===== config.mk =====
export PLATFORM = sky130hd
export DESIGN_NAME = ec2_io_host
export DESIGN_NICKNAME = d
export VERILOG_FILES = /design/src/rtl/ec2_io_host.sv
export SDC_FILE = /design/constraint.sdc
export NUM_CORES = 1
export LEC_CHECK = 0
export ABC_CLOCK_PERIOD_IN_PS = 3900
export BUFFER_PORTS_ARGS = -buffer_cell sky130_fd_sc_hd__buf_4
export CORE_MARGIN = 8
export CORE_UTILIZATION = 40
export DETAILED_ROUTE_END_ITERATION = 16
export MAX_ROUTING_LAYER = met4
export PLACE_DENSITY = 0.58
export SETUP_SLACK_MARGIN = 0.3
export SLEW_MARGIN = 30
export SYNTH_ARGS = -nofsm -noshare
export SYNTH_HDL_FRONTEND = slang
export SYNTH_SLANG_ARGS = --single-unit

===== constraint.sdc =====
create_clock -name Clock -period 3.9 [get_ports Clock]
set_clock_uncertainty 0.2 [all_clocks]
set_input_delay 0.39 -clock Clock [delete_from_list [all_inputs] [get_ports Clock]]
set_output_delay 0.39 -clock Clock [all_outputs]
set_load 0.02 [all_outputs]

===== src/rtl/ec2_io_host.sv =====
// Host-side I/O sequencer: queues bytes for the processor, hands them over one per
// Enter pulse, and captures the processor Output when it halts.
module ec2_io_host #(
  parameter logic [3:0] INPUT_STATE = 4'd5,
  parameter int         DEPTH       = 4
) (
  input  logic       Clock,
  input  logic       Reset,
  input  logic       start,
  input  logic       wr_en,
  input  logic [7:0] wr_data,
  input  logic       Halt,
  input  logic [7:0] Output,
  input  logic [3:0] ProcState,
  output logic       Enter,
  output logic [7:0] Input,
  output logic       Initialize,
  output logic [7:0] result,
  output logic       done,
  output logic       full,
  output logic       empty,
  output logic       overflow,
  output logic [15:0] cycles,
  output logic [2:0] dbg_state
);

  typedef enum logic [2:0] {
    IDLE    = 3'd0,
    INIT    = 3'd1,
    WAIT    = 3'd2,
    PRESENT = 3'd3,
    GAP     = 3'd4,
    DONE    = 3'd5
  } state_t;

  state_t     state;
  logic [7:0] mem [DEPTH];
  logic [1:0] wr_ptr;
  logic [1:0] rd_ptr;
  logic [2:0] count;
  logic       pop;
  logic       push;

  assign dbg_state = state;
  assign full      = (count == 3'(DEPTH));
  assign empty     = (count == 3'd0);

  // The head is consumed only on the edge that leaves PRESENT, so Input stays stable.
  assign pop  = (state == PRESENT) && !Halt && (ProcState == INPUT_STATE);
  assign push = wr_en && (!full || pop);

  always_ff @(posedge Clock) begin
    if (push) mem[wr_ptr] <= wr_data;
  end

  always_ff @(posedge Clock) begin
    if (!Reset) begin
      wr_ptr   <= 2'd0;
      rd_ptr   <= 2'd0;
      count    <= 3'd0;
      overflow <= 1'b0;
    end else begin
      if (push) wr_ptr <= wr_ptr + 2'd1;
      if (pop)  rd_ptr <= rd_ptr + 2'd1;
      if (push && !pop)      count <= count + 3'd1;
      else if (pop && !push) count <= count - 3'd1;
      if (wr_en && full && !pop) overflow <= 1'b1;
    end
  end

  always_ff @(posedge Clock) begin
    if (!Reset) begin
      state      <= IDLE;
      Enter      <= 1'b0;
      Input      <= 8'h00;
      Initialize <= 1'b0;
      result     <= 8'h00;
      done       <= 1'b0;
      cycles     <= 16'h0000;
    end else begin
      if ((state == WAIT || state == PRESENT || state == GAP) && cycles != 16'hFFFF)
        cycles <= cycles + 16'd1;
      case (state)
        IDLE, DONE: begin
          if (start) begin
            state      <= INIT;
            Initialize <= 1'b1;
            done       <= 1'b0;
            cycles     <= 16'h0000;
          end
        end
        INIT: begin
          Initialize <= 1'b0;
          state      <= WAIT;
        end
        WAIT: begin
          if (Halt) begin
            state  <= DONE;
            result <= Output;
            done   <= 1'b1;
          end else if (!empty) begin
            state <= PRESENT;
            Enter <= 1'b1;
            Input <= mem[rd_ptr];
          end
        end
        PRESENT: begin
          if (Halt) begin
            state  <= DONE;
            result <= Output;
            done   <= 1'b1;
            Enter  <= 1'b0;
            Input  <= 8'h00;
          end else if (ProcState == INPUT_STATE) begin
            state <= GAP;
            Enter <= 1'b0;
            Input <= 8'h00;
          end
        end
        GAP: begin
          state <= WAIT;
        end
        default: begin
          state <= IDLE;
          Enter <= 1'b0;
          Input <= 8'h00;
        end
      endcase
    end
  end

endmodule


# Word-level counts from Yosys, hierarchy flattened
# Memories as Yosys holds them, arrays and structs flattened. A register that Yosys moved wholly into a read port is not among the register bits.
# Index checks and enable logic that the tools add are counted.
[op_classes]
addsub = 5
n_mul = 0
n_div = 0
order_cmp = 0
n_eq_ne = 14
shift = 0
muxes = 30
n_bitwise = 1
n_reduce_logical = 29
[op_table]
columns = ["op", "count"]
rows = [
  ["$mux 16", 3],
  ["$mux 8", 4],
  ["$pmux 8 s3", 1],
  ["$mux 3", 7],
  ["$add 16x1->16 const B", 1],
  ["$ne 16x16->1 const B", 1],
  ["$pmux 3 s4", 1],
  ["$eq 3x3->1 const B", 3],
  ["$mux 1", 9],
  ["$logic_and 1x1->1", 8],
  ["$eq 3x2->1 const B", 2],
  ["$logic_not 3->1", 2],
  ["$ne 2x2->1 const B", 3],
  ["$reduce_and 3->1", 2],
  ["$reduce_bool 2->1", 3],
  ["$reduce_or 2->1", 3],
  ["$add 2x1->2 const B", 2],
  ["$eq 4x3->1 const B", 1],
  ["$logic_not 1->1", 4],
  ["$mux 2", 2],
  ["$pmux 1 s2", 2],
  ["$reduce_and 2->1", 2],
  ["$reduce_and 4->1", 1],
  ["$reduce_or 4->1", 1],
  ["other kinds (9)", 11],
]
[word_totals]
ff_bits = 46
latch_bits = 0
ramBits = 32
mem_bits_ro = 0
inputBits = 25
output_inout_bits = 41
word_cells = 91
n_memories = 1
[mem_list]
columns = ["memory", "depth", "word_bits", "read_ports", "rd_clocked_by_memory_dff", "write_ports", "line_no", "source"]
rows = [
  ["mem", 4, 8, 1, 1, 1, "37", "logic [7:0] mem [DEPTH];"],
]

# Depth between registers and ports, before layout
# Gate-level depths: netlist (run 1).
[logic_depth]
depth_word = 9
mapped_depth = 10
depth_no_buf = 9

# Least setup slack after synthesis (run 1)
# OpenSTA, ideal clock, no wires.
[synth_path]
kind = "register -> register"
startpoint = "register state[1] (netlist: dbg_state[1])"
endpoint = "register count[2]"
setup_ps = 71
arrival_ps = 2696
required_ps = 3629
setup_slack_ps = 934
stages_incl_launch_ff = 11
path_buffers = 1
period_less_slack_ps = 2966
cell_sequence = "dfxtp_1 -> buf_2 -> nor3b_1 -> nand3_1 -> a21boi_2 -> ha_1 -> inv_1 -> fa_1 -> xor2_1 -> or3_1 -> a21oi_1"
[synth_between]
elab_chain_cells = 8
elab_cells_between_ends = 11
cone_classes = "eq/ne (1); mux (1); reduce/logical (9)"
[synth_lines]
columns = ["item", "line_no", "source"]
rows = [
  ["from (decl)", "36", "state_t state;"],
  ["from (signal assigned)", "73", "state <= IDLE;"],
  ["from (signal assigned)", "86", "state <= INIT;"],
  ["from (signal assigned)", "94", "state <= WAIT;"],
  ["$eq 3x2->1 *", "49", "assign pop = (state == PRESENT) && !Halt && (ProcState == INPUT_STATE);"],
  ["$logic_and 1x1->1 * (2 in a row)", "49", ""],
  ["$logic_or 1x1->1", "50", "assign push = wr_en && (!full || pop);"],
  ["$logic_and 1x1->1", "50", ""],
  ["$logic_not 1->1", "66", "else if (pop && !push) count <= count - 3'd1;"],
  ["$logic_and 1x1->1", "66", ""],
  ["$reduce_bool 2->1 (no source line)", "--", ""],
  ["to (signal assigned)", "65", "if (push && !pop) count <= count + 3'd1;"],
  ["to (signal assigned)", "66", ""],
  ["to (decl)", "40", "logic [2:0] count;"],
]
# Every way passes the cells marked *; elsewhere a longest branch is shown, timed or not.
# A chain may end at the register's enable or synchronous reset.

# Worst setup path in the final report (run 1)
# Same ends and word-level chain as after synthesis.

==> run summary, run 1 <==
Status -> completed
Largest area contributor in the netlist -> sky130_fd_sc_hd__dfxtp_1
Critical path's largest stage delay -> 0.53 ns
Routing usage on met2 -> 0.195
Met1 layer usage reported by global route -> 0.179
Detailed-route wire length per cell -> 15.6 um
Synth Area per Inst -> 11.2 um2
Bufs and invs on worst path -> 1
DR vias/cell -> 5.25
Worst hold path startpoint -> wr_data[3]
Max Freq -> 0.315 GHz
Sequential share of power -> 0.501
Share of post-route cells with drive strength above 1 -> 0.253
GRT Max-Usage Layer -> met2
Syn-to-layout area delta -> 21.8%
Most area-consuming cells after synthesis -> sky130_fd_sc_hd__dfxtp_1, sky130_fd_sc_hd__edfxtp_1, sky130_fd_sc_hd__mux4_2
Critical Path Source -> dbg_state[1]$_SDFFE_PN0P_
TritonCTS clock tree -> done
Post-synthesis mux area share -> 0.0700
Compound-cell area share of the yosys netlist -> 0.132
Net switching fraction of the power -> 0.324
Simple-gate share of the synthesized area -> 0.161
Combinational power share -> 0.224
Cell area power density -> 483 nW/um2
Critical path peak fanout -> 12
Final routed DRC violation total -> 0
Number of nets in the layout -> 402
Area of the die -> 11800 um2
Row Count -> 34
Leakage power summed over all cells -> 0.00155 uW
Number of different library cells in the post-synthesis netlist -> 51
Routability congestion estimate -> 0.795
Share of flip-flops with an asynchronous set or reset after synthesis -> 0
Setup repair after global routing missed its margin -> false
Number of warning messages in the yosys log -> 0
Final clock period utilization by the worst path -> 0.815
Maximum vdd drop -> 0.000184 V
Slew at the pin closest to its max-slew limit -> 0.760 ns
Cell at the root of the clock tree -> sky130_fd_sc_hd__clkbuf_8
Share of the synthesized netlist area taken by xor and xnor gates -> 0.0128
Slowest cell on the critical path -> sky130_fd_sc_hd__dfxtp_1
GR Overflow Total -> 0
CTS H-Tree Depth -> 3
Clk sinks -> 80
Vias after detailed routing -> 2535
Total core area -> 8510 um2
Synthesized area -> 3430 um2
Post-synthesis net count -> 339
Most frequent cells after synthesis -> sky130_fd_sc_hd__dfxtp_1, sky130_fd_sc_hd__edfxtp_1, sky130_fd_sc_hd__nand2_1
Leading register cell type out of synthesis -> sky130_fd_sc_hd__dfxtp_1
Category of the most critical setup path -> flop to flop
Clock transition at path regs -> 0.09 ns
Kind of start point of the critical path -> flop
Aggregate negative setup slack -> 0 ns
Detailed-routing iteration count for the pre-antenna-repair pass -> 6
Post-synthesis sequential element count -> 80
Half-perimeter wire length of the detailed placement result -> 5.37 mm
MaxCap Viol Count -> 0
Total chip power -> 2020 uW
Register area share after synthesis -> 0.560
Critical R2R Launch -> dbg_state[1]$_SDFFE_PN0P_
Kind of end point of the critical path -> flop
Number of max-slew violations in the final report -> 0
Cell with the most instances after synthesis -> sky130_fd_sc_hd__dfxtp_1
Number of I/O port buffers -> 65
Wire length of the first global-routing pass -> 12.4 mm
Detailed router's first-iteration violation count -> 70
Bufs on Longest Clock Path -> 2
EDFF count, synth -> 32
Slew Limit Headroom -> 0.492
Antenna violations before repair -> 0
Final count of negative-setup-slack endpoints -> 0
Proportion of power drawn by the clock network -> 0.275
Top delay family on crit path -> simple AND/OR/NAND/NOR gates
# Post-CTS Setup Buffers -> 0
Cell breakdown of the critical path -> nor3b_1 > nand3_1 > a21boi_2 > ha_1 > inv_1 > fa_1 > xor2_1 > or3_1 > a21oi_1
Sw Pwr -> 654 uW
Pin count of the biggest net entering global routing -> 21
Final hold violations -> 0
Pint -> 1370 uW
Met3 usage in global routing -> 0.0366
Initial core utilization -> 0.404
Gate Count Post-Synth -> 307
Top Ports -> 66
Post_cts resized -> 0
Dominant combinational cell family by area after synthesis -> simple AND/OR/NAND/NOR gates
Aggregate routed wire length -> 7.56 mm
Horizontal die dimension -> 109 um
Class of the most critical hold timing path -> input port to flop
Share of synthesized cell area in full adder, half adder and majority cells -> 0.0277
Post-cts hold buffer count -> 0
Remaining antenna violation count -> 0
Vert. Die Dim -> 109 um
Hold slack final -> 0.0326 ns
Critical path arrival -> 3.25 ns
Fraction of synthesized cell area taken by the top area cell type -> 0.280
Clock buffers created by TritonCTS -> 9
GRT Resource Usage Total -> 0.138
ANT cells -> 0
Final Core Density -> 0.491
Minimum clock period after layout -> 3.18 ns
Number of global-route vias before repair -> 2455
Worst-Skew Late Latency -> 0.35 ns
Required time of the critical path -> 3.98 ns
[path summary, 6_finish.rpt]
kind                                                to  slack (ns)  cells after the start
worst min-delay path               mem[1][3]$_DFFE_PP_        0.03                      1
worst max-delay path             count[2]$_SDFFE_PN0P_        0.72                      9
worst max register to register   count[2]$_SDFFE_PN0P_        0.72                      9
worst min register to register  result[4]$_SDFFE_PN0P_        0.26                      2
[sequential cells by signal, summed over array words and instances (netlist names), 2 cells and up, named ones only]
register and count:
Input 8, rd_ptr 2, result 8, cycles 16, wr_ptr 2, count 3, mem 32, dbg_state 3
[power by group through the flow]
stage / logic, uW / registers (uW) / clock network [uW]
6_report: 453 / 1010 / 556
5_1_grt: 503 / 1030 / 609
4_1_cts: 460 / 1010 / 575
3_5_place_dp: 458 / 1030 / 0
3_3_place_gp: 451 / 1030 / 0
2_1_floorplan: 292 / 1040 / 0
[cell type report]
cell class	instances	area, um2
Timing Repair Buffer	66	495
Tap cell	108	135
Sequential cell	80	1920
Multi-Input combinational cell	196	1390
Clock buffer	9	124
Clock inverter	7	55.1
Fill cell	807	4330
Inverter	17	63.8
[logic make-up after synthesis]
logic type      after synthesis
xor+xnor                      5
compound gates               67
flops                        80
fa+ha+maj                     7
mux                          14
buf+inv                      31
simple gates                103
[through the flow]
step                      instances  setup WS [ns]  cell area (um2)
after floorplan                 307          0.934             3430
after global placement          467          0.785             4000
after detailed placement        467          0.689             4000
after CTS                       483          0.737             4180
after global routing            483          0.460             4180
final                           483          0.723             4180
[cell usage in the layout, fill, tap and decap left out, drive strengths merged, types with 2 or more instances in the layout]
cell      Yosys  final
buf           3     66
dfxtp        48     48
edfxtp       32     32
nand2        30     30
a21oi        23     23
inv          17     19
nand3        15     15
nor2         11     11
clkbuf       11      9
mux4          8      8
o21ai         8      8
o22ai         8      8
nand4         7      7
or3           6      6
mux2i         6      6
ha            6      6
o31ai         5      5
or4           5      5
and2          5      5
xor2          4      4
nand2b        4      4
nor3          4      4
a311oi        4      4
nor3b         3      3
nor2b         3      3
a31oi         3      3
a211oi        3      3
clkinvlp      0      3
a41oi         2      2
a211o         2      2
nor4b         2      2
a21boi        2      2
or3b          2      2
clkinv        0      2
[routing by layer]
layer	wire, um	part of all wire
met4	139	0.018
met3	420	0.056
met1	3530	0.47
met5	0	0
met2	3470	0.46
No activity file was read; power rests on OpenSTA's default activity.
==> run 2: changes to the inputs <==
--- a/config.mk
+++ b/config.mk
@@ -5,7 +5,7 @@
 export SDC_FILE = /design/constraint.sdc
 export NUM_CORES = 1
 export LEC_CHECK = 0
-export ABC_CLOCK_PERIOD_IN_PS = 3900
+export ABC_CLOCK_PERIOD_IN_PS = 3100
 export BUFFER_PORTS_ARGS = -buffer_cell sky130_fd_sc_hd__buf_4
 export CORE_MARGIN = 8
 export CORE_UTILIZATION = 40
==> constraint.sdc (replaced) <==
create_clock -name Clock -period 3.1 [get_ports Clock]
set_clock_uncertainty 0.2 [all_clocks]
set_input_delay 0.31 -clock Clock [delete_from_list [all_inputs] [get_ports Clock]]
set_output_delay 0.31 -clock Clock [all_outputs]
set_load 0.02 [all_outputs]
==> run 2 against run 1 <==
First-iteration DRC count rose by 37%. Critical path depth rose by 1. Design area is 4.7% higher. Global-route usage grew 0.15 points. Utilization is 2.3 points higher. Sequential power up 24%. Die area unchanged. Critical path type is now input port to flop. Largest power group unchanged.
==> run summary, run 2 (synthesized netlist as in run 1, its figures left out) <==
Status -> completed
Share of post-route cells with drive strength above 1 -> 0.265 (+0.0114)
GRT Resource Usage Total -> 0.139 (+0.00154)
Routability congestion estimate -> 0.778 (-2.2%)
CTS H-Tree Depth -> 3 (unchanged)
Register containing the most flip-flops in the final layout -> mem
Combinational power share -> 0.231 (+0.007)
Top Ports -> 66 (unchanged)
Category of the most critical setup path -> input port to flop
Registers with the highest flip-flop counts -> mem: 32 flops, cycles: 16 flops
Slew at the pin closest to its max-slew limit -> 0.724 ns (-0.0362 ns)
Critical path peak fanout -> 4 (-8)
Final clock period utilization by the worst path -> 0.852
Critical path arrival -> 2.72 ns (-0.53 ns)
ANT cells -> 0 (unchanged)
Setup repair after global routing missed its margin -> false
Max Freq -> 0.379 GHz
Net switching fraction of the power -> 0.302 (-0.0218)
Leakage power summed over all cells -> 0.00165 uW (+6.4%)
Hold-critical path depth -> 3 (+2)
Wire length of the first global-routing pass -> 12.6 mm (+1.4%)
DR vias/cell -> 5.26 (+0.21%)
MaxCap Viol Count -> 0 (unchanged)
Row Count -> 34 (unchanged)
Proportion of power drawn by the clock network -> 0.314 (+0.039)
Sw Pwr -> 829 uW (+27%)
Post-placement setup slack -> 0.148 ns (-0.540 ns)
Hold slack final -> 0.0112 ns (-0.0214 ns)
Detailed-routing iteration count for the pre-antenna-repair pass -> 4 (-2)
Initial core utilization -> 0.404 (unchanged)
Antenna violations before repair -> 0 (unchanged)
Class of the most critical hold timing path -> input port to flop
Reg2reg path depth -> 9 (unchanged)
Highest-count cells in the layout ignoring fill and taps -> sky130_fd_sc_hd__buf_4, sky130_fd_sc_hd__dfxtp_1, sky130_fd_sc_hd__edfxtp_1
Final count of negative-setup-slack endpoints -> 0 (unchanged)
TritonCTS clock tree -> done
Aggregate routed wire length -> 7.70 mm (+1.9%)
Syn-to-layout area delta -> 27.4%
Number of global-route vias before repair -> 2580 (+5.1%)
Number of max-slew violations in the final report -> 0 (unchanged)
Sequential share of power -> 0.455 (-0.046)
Total chip power -> 2750 uW (+36%)
Slew Limit Headroom -> 0.516 (+0.0242)
Number of I/O port buffers -> 65 (unchanged)
Number of nets in the layout -> 416 (+3.5%)
PnR worst setup slack -> 0.459 ns (-0.264 ns)
Vert. Die Dim -> 109 um (unchanged)
Horizontal die dimension -> 109 um (unchanged)
Area of the die -> 11800 um2 (unchanged)
Final routed DRC violation total -> 0 (unchanged)
Detailed-route wire length per cell -> 15.5 um (-0.95%)
Pint -> 1920 uW (+40%)
Vias after detailed routing -> 2614 (+3.1%)
Aggregate negative setup slack -> 0 ns (unchanged)
Required time of the critical path -> 3.18 ns (-0.80 ns)
Clock transition at path regs -> 0.09 ns (about the same)
Half-perimeter wire length of the detailed placement result -> 5.36 mm (-0.27%)
Final Core Density -> 0.514 (+0.0229)
Kind of start point of the critical path -> input port
Final-layout fill cell count -> 798 (-1.1%)
Kind of end point of the critical path -> flop
Bufs on Longest Clock Path -> 2 (unchanged)
Cell area power density -> 628 nW/um2 (+30%)
Worst-Skew Late Latency -> 0.35 ns (about the same)
Clk sinks -> 80 (unchanged)
Most frequent standard cell in the layout excluding fill and tap cells -> sky130_fd_sc_hd__buf_4
Final hold violations -> 0 (unchanged)
Pin count of the biggest net entering global routing -> 21 (unchanged)
Detailed router's first-iteration violation count -> 96 (+37%)
Minimum clock period after layout -> 2.64 ns
Max reg flops -> 32 (unchanged)
Clock buffers created by TritonCTS -> 9 (unchanged)
Cell at the root of the clock tree -> sky130_fd_sc_hd__clkbuf_8
GR Overflow Total -> 0 (unchanged)
Maximum vdd drop -> 0.000274 V (+49%)
Remaining antenna violation count -> 0 (unchanged)
Total core area -> 8510 um2 (unchanged)
-- run 2: area by class of cell --
class	instances	area (um2)	area share
flip-flops and latches	80	1920	0.440
multi-input cells	196	1400	0.320
repair buffers	80	626	0.143
well taps	108	135	0.0309
clock buffers	9	124	0.0283
clock inverters	7	103	0.0234
inverters	17	63.8	0.0146
-- run 2: metal layers --
layer  global-route usage  routed length, um  up-vias
met5                    -                  0        -
met3               0.0390                485        9
met2                0.210               3510       66
met1                0.172               3600     1232
met4               0.0577                106        0
li1                     -                  -     1307
-- run 2: worst paths after layout --
check / start / slack, ns / to
max reg2reg: dbg_state[1]$_SDFFE_PN0P_ / 0.47 / count[2]$_SDFFE_PN0P_
min: Output[0] / 0.01 / result[0]$_SDFFE_PN0P_
max: ProcState[1] / 0.46 / count[2]$_SDFFE_PN0P_
min reg2reg: result[0]$_SDFFE_PN0P_ / 0.26 / result[0]$_SDFFE_PN0P_
-- run 2: what timing repair did --
item | 4_1_cts | 5_1_grt
endpoints found under the setup margin | 0 | 1
buffers inserted | 0 | 0
hold endpoints to repair | 34 | 0
resized for setup | 0 | 2
hold buffers | 10 | 0
-- run 2: worst max-delay path, stage by stage --
cell and delay, ns:
sky130_fd_sc_hd__buf_4 0.11, sky130_fd_sc_hd__nor4bb_1 0.60, sky130_fd_sc_hd__nand3_2 0.25, sky130_fd_sc_hd__a21boi_2 0.22
sky130_fd_sc_hd__ha_1 0.20, sky130_fd_sc_hd__inv_1 0.06, sky130_fd_sc_hd__fa_1 0.38, sky130_fd_sc_hd__xor2_1 0.16
sky130_fd_sc_hd__or3_1 0.30, sky130_fd_sc_hd__a21oi_1 0.13
-- run 2: power groups by stage --
stage	combinational (uW)	clock (uW)	sequential, uW
3_3_place_gp	616	0	1270
2_1_floorplan	368	0	1320
6_report	633	863	1250
4_1_cts	637	882	1250
3_5_place_dp	625	0	1270
5_1_grt	707	930	1260
-- run 2: stage by stage --
| step | area, um2 | std cells |
|---|---|---|
| 6_report | 4380 | 497 |
| 3_5_place_dp | 4040 | 471 |
| 4_1_cts | 4360 | 497 |
| 5_1_grt | 4380 | 497 |
| 3_3_place_gp | 4040 | 471 |
| 2_1_floorplan | 3440 | 307 |
